**src/rtl/rr_lock_arbiter_pkg.sv**
```systemverilog
// Shared types for the lock-holding arbiter: mode and FSM state encodings,
// plus a width helper used for the hold counter.
package arb_pkg;

    typedef enum logic {ARB_FIXED = 1'b0, ARB_RR = 1'b1} arb_mode_e;

    typedef enum logic {ARB_IDLE = 1'b0, ARB_OWNED = 1'b1} arb_state_e;

    // Bit width needed to hold values 0..v-1, never less than one bit.
    function automatic int clog2_min1(input int v);
        return (v <= 2) ? 1 : $clog2(v);
    endfunction

endpackage

```
**src/rtl/rr_lock_arbiter_pick.sv**
```systemverilog
// Combinational priority pick: first set request bit at or after the start
// index, wrapping from N-1 back to 0.
module arb_prio_pick
    import arb_pkg::*;
#(
    parameter int N  = 4,
    parameter int IW = 2
) (
    input  logic [N-1:0]  req,
    input  logic [IW-1:0] start,
    output logic [N-1:0]  onehot,
    output logic [IW-1:0] idx,
    output logic          found
);

    int j;

    always_comb begin
        onehot = '0;
        idx    = '0;
        found  = 1'b0;
        j      = 0;
        for (int i = 0; i < N; i++) begin
            j = (int'(start) + i) % N;
            if (!found && req[j[IW-1:0]]) begin
                found               = 1'b1;
                onehot[j[IW-1:0]]   = 1'b1;
                idx                 = j[IW-1:0];
            end
        end
    end

endmodule

```
**src/rtl/rr_lock_arbiter.sv**
```systemverilog
// N-way arbiter with a registered one-hot grant. The owner keeps the grant while
// it requests, unless it has held MAX_HOLD cycles while someone else is waiting.
module rr_lock_arbiter
    import arb_pkg::*;
#(
    parameter int NUM_REQ  = 4,
    parameter int MAX_HOLD = 8,
    parameter int ID_W     = $clog2(NUM_REQ),
    parameter int HOLD_W   = clog2_min1(MAX_HOLD + 1)
) (
    input  logic               clk,
    input  logic               reset,
    input  logic               mode,
    input  logic [NUM_REQ-1:0] request,
    output logic [NUM_REQ-1:0] grant,
    output logic               grant_valid,
    output logic [ID_W-1:0]    grant_id
);

    localparam logic [ID_W-1:0]   LAST_IDX = ID_W'(NUM_REQ - 1);
    localparam logic [HOLD_W-1:0] HOLD_MAX = HOLD_W'(MAX_HOLD);

    arb_state_e         state_q, state_d;
    logic [HOLD_W-1:0]  hold_q, hold_d;
    logic [ID_W-1:0]    last_ptr_q, last_ptr_d;
    logic [ID_W-1:0]    start, pick_idx, id_d;
    logic [NUM_REQ-1:0] masked_req, pick_onehot, grant_d;
    logic               pick_found, owner_req, hold_full, preempt, valid_d, arbitrate;

    // The owner is always excluded from arbitration; when idle grant is zero so
    // this is simply the raw request vector.
    assign masked_req = request & ~grant;
    assign owner_req  = |(request & grant);
    assign hold_full  = (MAX_HOLD != 0) && (hold_q == HOLD_MAX);
    assign preempt    = hold_full && (|masked_req);
    assign start      = (arb_mode_e'(mode) == ARB_FIXED) ? '0 :
                        (last_ptr_q == LAST_IDX)         ? '0 : last_ptr_q + 1'b1;

    arb_prio_pick #(
        .N  (NUM_REQ),
        .IW (ID_W)
    ) u_pick (
        .req    (masked_req),
        .start  (start),
        .onehot (pick_onehot),
        .idx    (pick_idx),
        .found  (pick_found)
    );

    always_comb begin
        state_d    = state_q;
        grant_d    = grant;
        valid_d    = grant_valid;
        id_d       = grant_id;
        hold_d     = hold_q;
        last_ptr_d = last_ptr_q;
        arbitrate  = 1'b0;
        case (state_q)
            ARB_IDLE:  arbitrate = 1'b1;
            ARB_OWNED: begin
                if (owner_req && !preempt) begin
                    if ((MAX_HOLD != 0) && !hold_full)
                        hold_d = hold_q + 1'b1;
                end else begin
                    arbitrate = 1'b1;
                end
            end
            default:   arbitrate = 1'b1;
        endcase
        // Hand-over happens on the same edge the owner releases, so no idle bubble.
        if (arbitrate) begin
            if (pick_found) begin
                state_d    = ARB_OWNED;
                grant_d    = pick_onehot;
                valid_d    = 1'b1;
                id_d       = pick_idx;
                hold_d     = HOLD_W'(1);
                last_ptr_d = pick_idx;
            end else begin
                state_d = ARB_IDLE;
                grant_d = '0;
                valid_d = 1'b0;
                id_d    = '0;
                hold_d  = '0;
            end
        end
    end

    always_ff @(posedge clk or negedge reset) begin
        if (!reset) begin
            state_q     <= ARB_IDLE;
            grant       <= '0;
            grant_valid <= 1'b0;
            grant_id    <= '0;
            hold_q      <= '0;
            last_ptr_q  <= LAST_IDX;
        end else begin
            state_q     <= state_d;
            grant       <= grant_d;
            grant_valid <= valid_d;
            grant_id    <= id_d;
            hold_q      <= hold_d;
            last_ptr_q  <= last_ptr_d;
        end
    end

endmodule

```
**config.mk**
```make
export PLATFORM = sky130hd
export DESIGN_NAME = rr_lock_arbiter
export DESIGN_NICKNAME = d
export VERILOG_FILES = /design/src/rtl/rr_lock_arbiter_pkg.sv /design/src/rtl/rr_lock_arbiter_pick.sv /design/src/rtl/rr_lock_arbiter.sv
export SDC_FILE = /design/constraint.sdc
export NUM_CORES = 1
export LEC_CHECK = 0
export ABC_CLOCK_PERIOD_IN_PS = 4400
export CORE_ASPECT_RATIO = 0.5
export CORE_MARGIN = 10
export CORE_UTILIZATION = 24
export DETAILED_ROUTE_END_ITERATION = 12
export PLACE_DENSITY = 0.46
export SLEW_MARGIN = 20
export SYNTH_ARGS = -nofsm -noshare
export SYNTH_HDL_FRONTEND = slang
export SYNTH_SLANG_ARGS = --single-unit
```
**constraint.sdc**
```tcl
create_clock -name clk -period 4.4 [get_ports clk]
set_clock_uncertainty 0.05 [all_clocks]
set_input_delay 0.44 -clock clk [delete_from_list [all_inputs] [get_ports clk]]
set_output_delay 0.44 -clock clk [all_outputs]
set_load 0.02 [all_outputs]
```
## After elaboration in Yosys (flattened, before gate mapping)

Cells that the tools add are included.
W data, S select, Z words.

- Logic and storage cells: 87
- Bits in registers: 13
- Output and inout port bits: 7
- Input port bits: 7

- $add $sub $neg: 5
- Bitwise operators: 7
- Muxes and demuxes: 40
- Magnitude comparators: 8
- Reduce and logical (&&, ||, !) cells: 19
- Eq/ne operators: 3

Operator list:

| operator | number |
|---|---|
| $mux W4 | 9 |
| $mux W1 | 15 |
| $mux W2 | 7 |
| $lt A2 B3 Y1 const B | 4 |
| $or A4 B4 Y4 | 3 |
| $logic_and A1 B1 Y1 | 9 |
| $and A4 B4 Y4 | 2 |
| $bmux W1 S2 | 4 |
| $demux W1 S2 | 4 |
| $ge A2 B1 Y1 const B | 4 |
| $reduce_or A4 Y1 | 2 |
| $add A2 B1 Y2 const B | 2 |
| $add A2 B2 Y2 const B | 2 |
| $add A4 B1 Y4 const B | 1 |
| $eq A4 B4 Y1 const B | 1 |
| $logic_not A1 Y1 | 4 |
| $not A4 Y4 | 1 |
| $reduce_bool A2 Y1 | 2 |
| $reduce_and A3 Y1 | 1 |
| $eq A2 B2 Y1 const B | 1 |
| $ne A2 B1 Y1 const B | 1 |
| $pmux W1 S2 | 1 |
| $reduce_and A2 Y1 | 1 |
| $not A1 Y1 | 1 |

## Depth between registers and ports, before layout

- Word-level depth: 17
- Mapped depth: 9
- Depth with buffers taken out: 8

## Cells and area by module

Synthesis repeated with hierarchy kept, for this count alone.

- Cell total of the unflattened synthesis: 106
- Area, all modules: 1117.3 µm²

By module, submodules not included:

| module | instances | area each (µm²) | cells an instance |
|---|---|---|---|
| rr_lock_arbiter | 1 | 698.2 | 61 |
| arb_prio_pick | 1 | 419.2 | 45 |

## Least setup slack after synthesis

No wires, ideal clock.

- Path kind: reg-to-reg
- From: register last_ptr_q[0]
- To: register last_ptr_q[0]
- Path buffers: 0
- Cell stages (with the launch flop): 9
- Period minus slack after synthesis: 2.351 ns
- Setup slack: 2.049 ns
- Arrival time: 2.228 ns
- Required time: 4.277 ns
- Cell sequence: dfstp_2 > xor2_1 > nand2_1 > ha_1 > mux4_2 > a21oi_4 > mux2i_1 > a21oi_2 > o2bb2ai_1

- Cells in the longest elaborated chain, start to end: 16

Ends and longest elaborated chain:

| element | line | RTL |
|---|---|---|
| start: declaration | rr_lock_arbiter.sv:25 | `logic [ID_W-1:0] last_ptr_q, last_ptr_d;` |
| start signal: assignment | rr_lock_arbiter.sv:103 | `last_ptr_q <= last_ptr_d;` |
| $add A2 B1 Y2 / $eq A2 B2 Y1 (equally long branches) | rr_lock_arbiter.sv:37 | `(last_ptr_q == LAST_IDX) ? '0 : last_ptr_q + 1'b1;` |
| $mux W2 (*) | rr_lock_arbiter.sv:37 |  |
| $mux W2 (*) | rr_lock_arbiter.sv:36 | `assign start = (arb_mode_e'(mode) == ARB_FIXED) ? '0 :` |
| branches (longest 13 deep; another with $add A2 B1 Y2) | n/a |  |

Every way passes the cells marked *. The select of a mux whose other input is x is not followed.
A chain may end at the register's enable or synchronous reset.

## Worst setup path in the final report

- From: input port mode
- To: register last_ptr_q[0]

- Cells in the longest elaborated chain, start to end: 14

Ends and longest elaborated chain:

| element | line | RTL |
|---|---|---|
| start: declaration | rr_lock_arbiter.sv:13 | `input logic mode,` |
| $mux W2 (*) | rr_lock_arbiter.sv:36 |  |
| branches (longest 13 deep; another with $add A2 B1 Y2) | n/a |  |

Marks and branches as above.

==> results.md <==
* Sink Count at 13
* Cell Chain, Critical Path: clkdlybuf4s50_1 > nand2b_1 > inv_1 > ha_1 > mux4_2 > a21oi_4 > mux2i_1 > a21oi_2 > o2bb2ai_1
* Worst path arrival time at 2.92 ns
* Endpoints failing setup at 0
* Worst setup SP type: primary input
* IO Count at 14
* Clock-pin slew on the worst setup and hold paths at around 0.050 ns
* Cell variety after synth at 40
* Post-cts resize count at 0
* First-pass GRT wire length at 4636 µm
* Hold Fails Final Rpt at 0
* Max incr delay on CP at around 0.52 ns
* # port buffers at 13
* Commonest non-fill, non-tap cell in the layout: clkdlybuf4s50_1
* Rows at 17
* Grt ovf at 0
* Peak supply drop at between 0.0001 and 0.00015 V
* Setup TNS at 0 ns
* Die height at 68.17 µm
* CTS tree: yes
* Clock root cell: clkbuf_8
* Wire per inst at 14.84 µm
* Total core area at 4446 µm²
* EDFF count, synth at 0
* Worst Path Required at ~4.5 ns
* Final #Nets at 148
* Cell taking the most area after synthesis: dfrtp_1
* Die Area at around 7900 µm²
* Most frequent cells in the layout: clkdlybuf4s50_1 (13), dfrtp_1 (11), nor2_1 (10), ha_1 (10)
* Max-Cap Viols at 0
* Async SR Flop Fraction at 1.000
* Status: complete, no violations
* ANT cells at 0
* DR DRC count at 0
* Clk buf depth at 2
* Synth Register Bits at 13
* Worst-case reg-to-reg path depth at 8
* Static leakage at ~0.00054 µW
* Slew HR at 0.6233
* Drt via density at 4.925
* Starting Density at 0.2505
* Share of layout cells above drive strength 1 at 0.1308
* Drt total wl at 2775 µm
* Total GRT Usage at 0.07240
* Leading post-synthesis cells by cell area: dfrtp_1 (25%), ha_1 (11%), dfstp_2 (4.7%), a22oi_1 (4.0%), a221oi_1 (3.9%)
* Antenna violations before repair at 0
* Synthesized area per cell at about 9.7 µm²
* CP endpoint kind: register
* Synth Flop Type: dfrtp_1
* H-Tree Depth at 1
* Worst skew pair latency at approximately 0.23 ns
* Post-synth top area share at 0.2472
* Post-CTS Hold Buffers at 0
* DP Wirelength at 2205 µm
* Power Density at just over 700 nW/µm²
* Worst Hold Depth at 2
* RD Place Congestion at between 0.8 and 0.9
* Drt first pass iters at 4
* Maximum clock frequency at around 0.36 GHz
* Vias in the first global route at ~900
* R2R Setup Slk at between 1.5 and 2 ns
* Largest net degree at the start of global routing at 14
* Final worst path period need at around 2.8 ns
* Inserted Clock Buffers at 3
* Post-route ant nets at 0
* Final period utilization at 0.6372
* Synth Instances at 115
* Mapped cell area at about 1100 µm²
* Syn nets at ~130
* Crit-path max FO at 7
* Setup CP Type: primary input to register
* Pins Over Slew Limit at 0
* Fillers at 460
* RSZ-0062 raised after global routing: no
* Synth Warn # at 0
* Register area share after synthesis at 0.2944
* Via count at ~920
* Worst path slowest cell: clkdlybuf4s50_1
* Post-CTS Setup Repair Bufs at 0
* P&R area growth vs syn at 20.79%
* Min-delay worst type: register to register
* Final core utilization at 0.3026
* Worst slew pin tran at roughly 0.56 ns
* DR iter-0 viols at 52
* Hold Slack at ~0.43 ns
* DIE WIDTH at 116.3 µm
## cells by family (layout without fill, tap and decap cells)
group	after synthesis	in the layout	share of synthesized area
compound gates	35	35	0.2427
xor+xnor	4	4	0.03147
fa+ha+maj	10	10	0.1124
buf+inv	8	23	0.03820
flops	13	13	0.2944
mux	4	4	0.05168
simple gates	41	41	0.2292
## stage by stage
stage | cell area [µm²] | setup WS, ns | instances | power [µW]
finish | 1345 | 1.596 | 187 | 959.8
global route | 1345 | 1.455 | 187 | 1048
CTS | 1345 | 1.650 | 187 | 962.6
detailed placement | 1300 | 1.410 | 183 | 857.8
global placement | 1300 | 1.469 | 183 | 861.6
floorplan | 1114 | 2.049 | 115 | 682.6
## power breakdown
group / switching [µW] / total [µW] / internal (µW) / leakage [µW]
sequential: 53.1 / 231 / 178 / 0.000159
clock: 38.4 / 102 / 63.7 / 0.0000228
combinational: 357 / 627 / 270 / 0.000360
total: 449 / 960 / 511 / 0.000542
## layer usage
metal,wire length (µm),GRT usage
met5,0,0
met2,1266,0.1149
met1,1444,0.1026
met4,26,0.02477
met3,38,0.004363
## state kept, by name, summed over array words and instances, names as in the netlist
name / cells
grant_id: 2
grant: 4
hold_q: 4
state_q: 1
last_ptr_q: 2
## area by class of cell
type	count	area, µm²	share of cell area
multi-input combinational	94	743.2	0.5526
clock buffer	4	45.04	0.03349
inverter	6	27.53	0.02047
timing repair buffer	13	130.1	0.09674
tap	57	71.32	0.05302
sequential	13	327.8	0.2437
## worst paths after layout
check | from | to
setup / recovery | mode | last_ptr_q[0]
hold / removal | grant_id[1] | grant_id[1]
setup reg to reg | last_ptr_q[0] | last_ptr_q[0]
hold reg to reg | grant_id[1] | grant_id[1]
max in group asynchronous | reset | last_ptr_q[0]
min in group asynchronous | reset | hold_q[3]
## cell usage after synthesis (3+ instances only)
master / number
nor2_1: 10
inv_1: 5
nand2b_1: 7
nor2b_1: 3
a211oi_1: 4
nand3_1: 3
a221oi_1: 5
nand2_1: 5
dfrtp_1: 11
ha_1: 10
xor2_1: 3
a22oi_1: 6
o21ai_0: 7
## worst max-delay path, delay by kind of cell
kind                       cells  cell delay (ns)
AOI/OAI and AO/OA              3             0.43
muxes                          2             0.63
buffers and inverters          2             0.65
and+or+nand+nor                1             0.35
adders and majority gates      1             0.42
(Power assumes the default switching activity.)
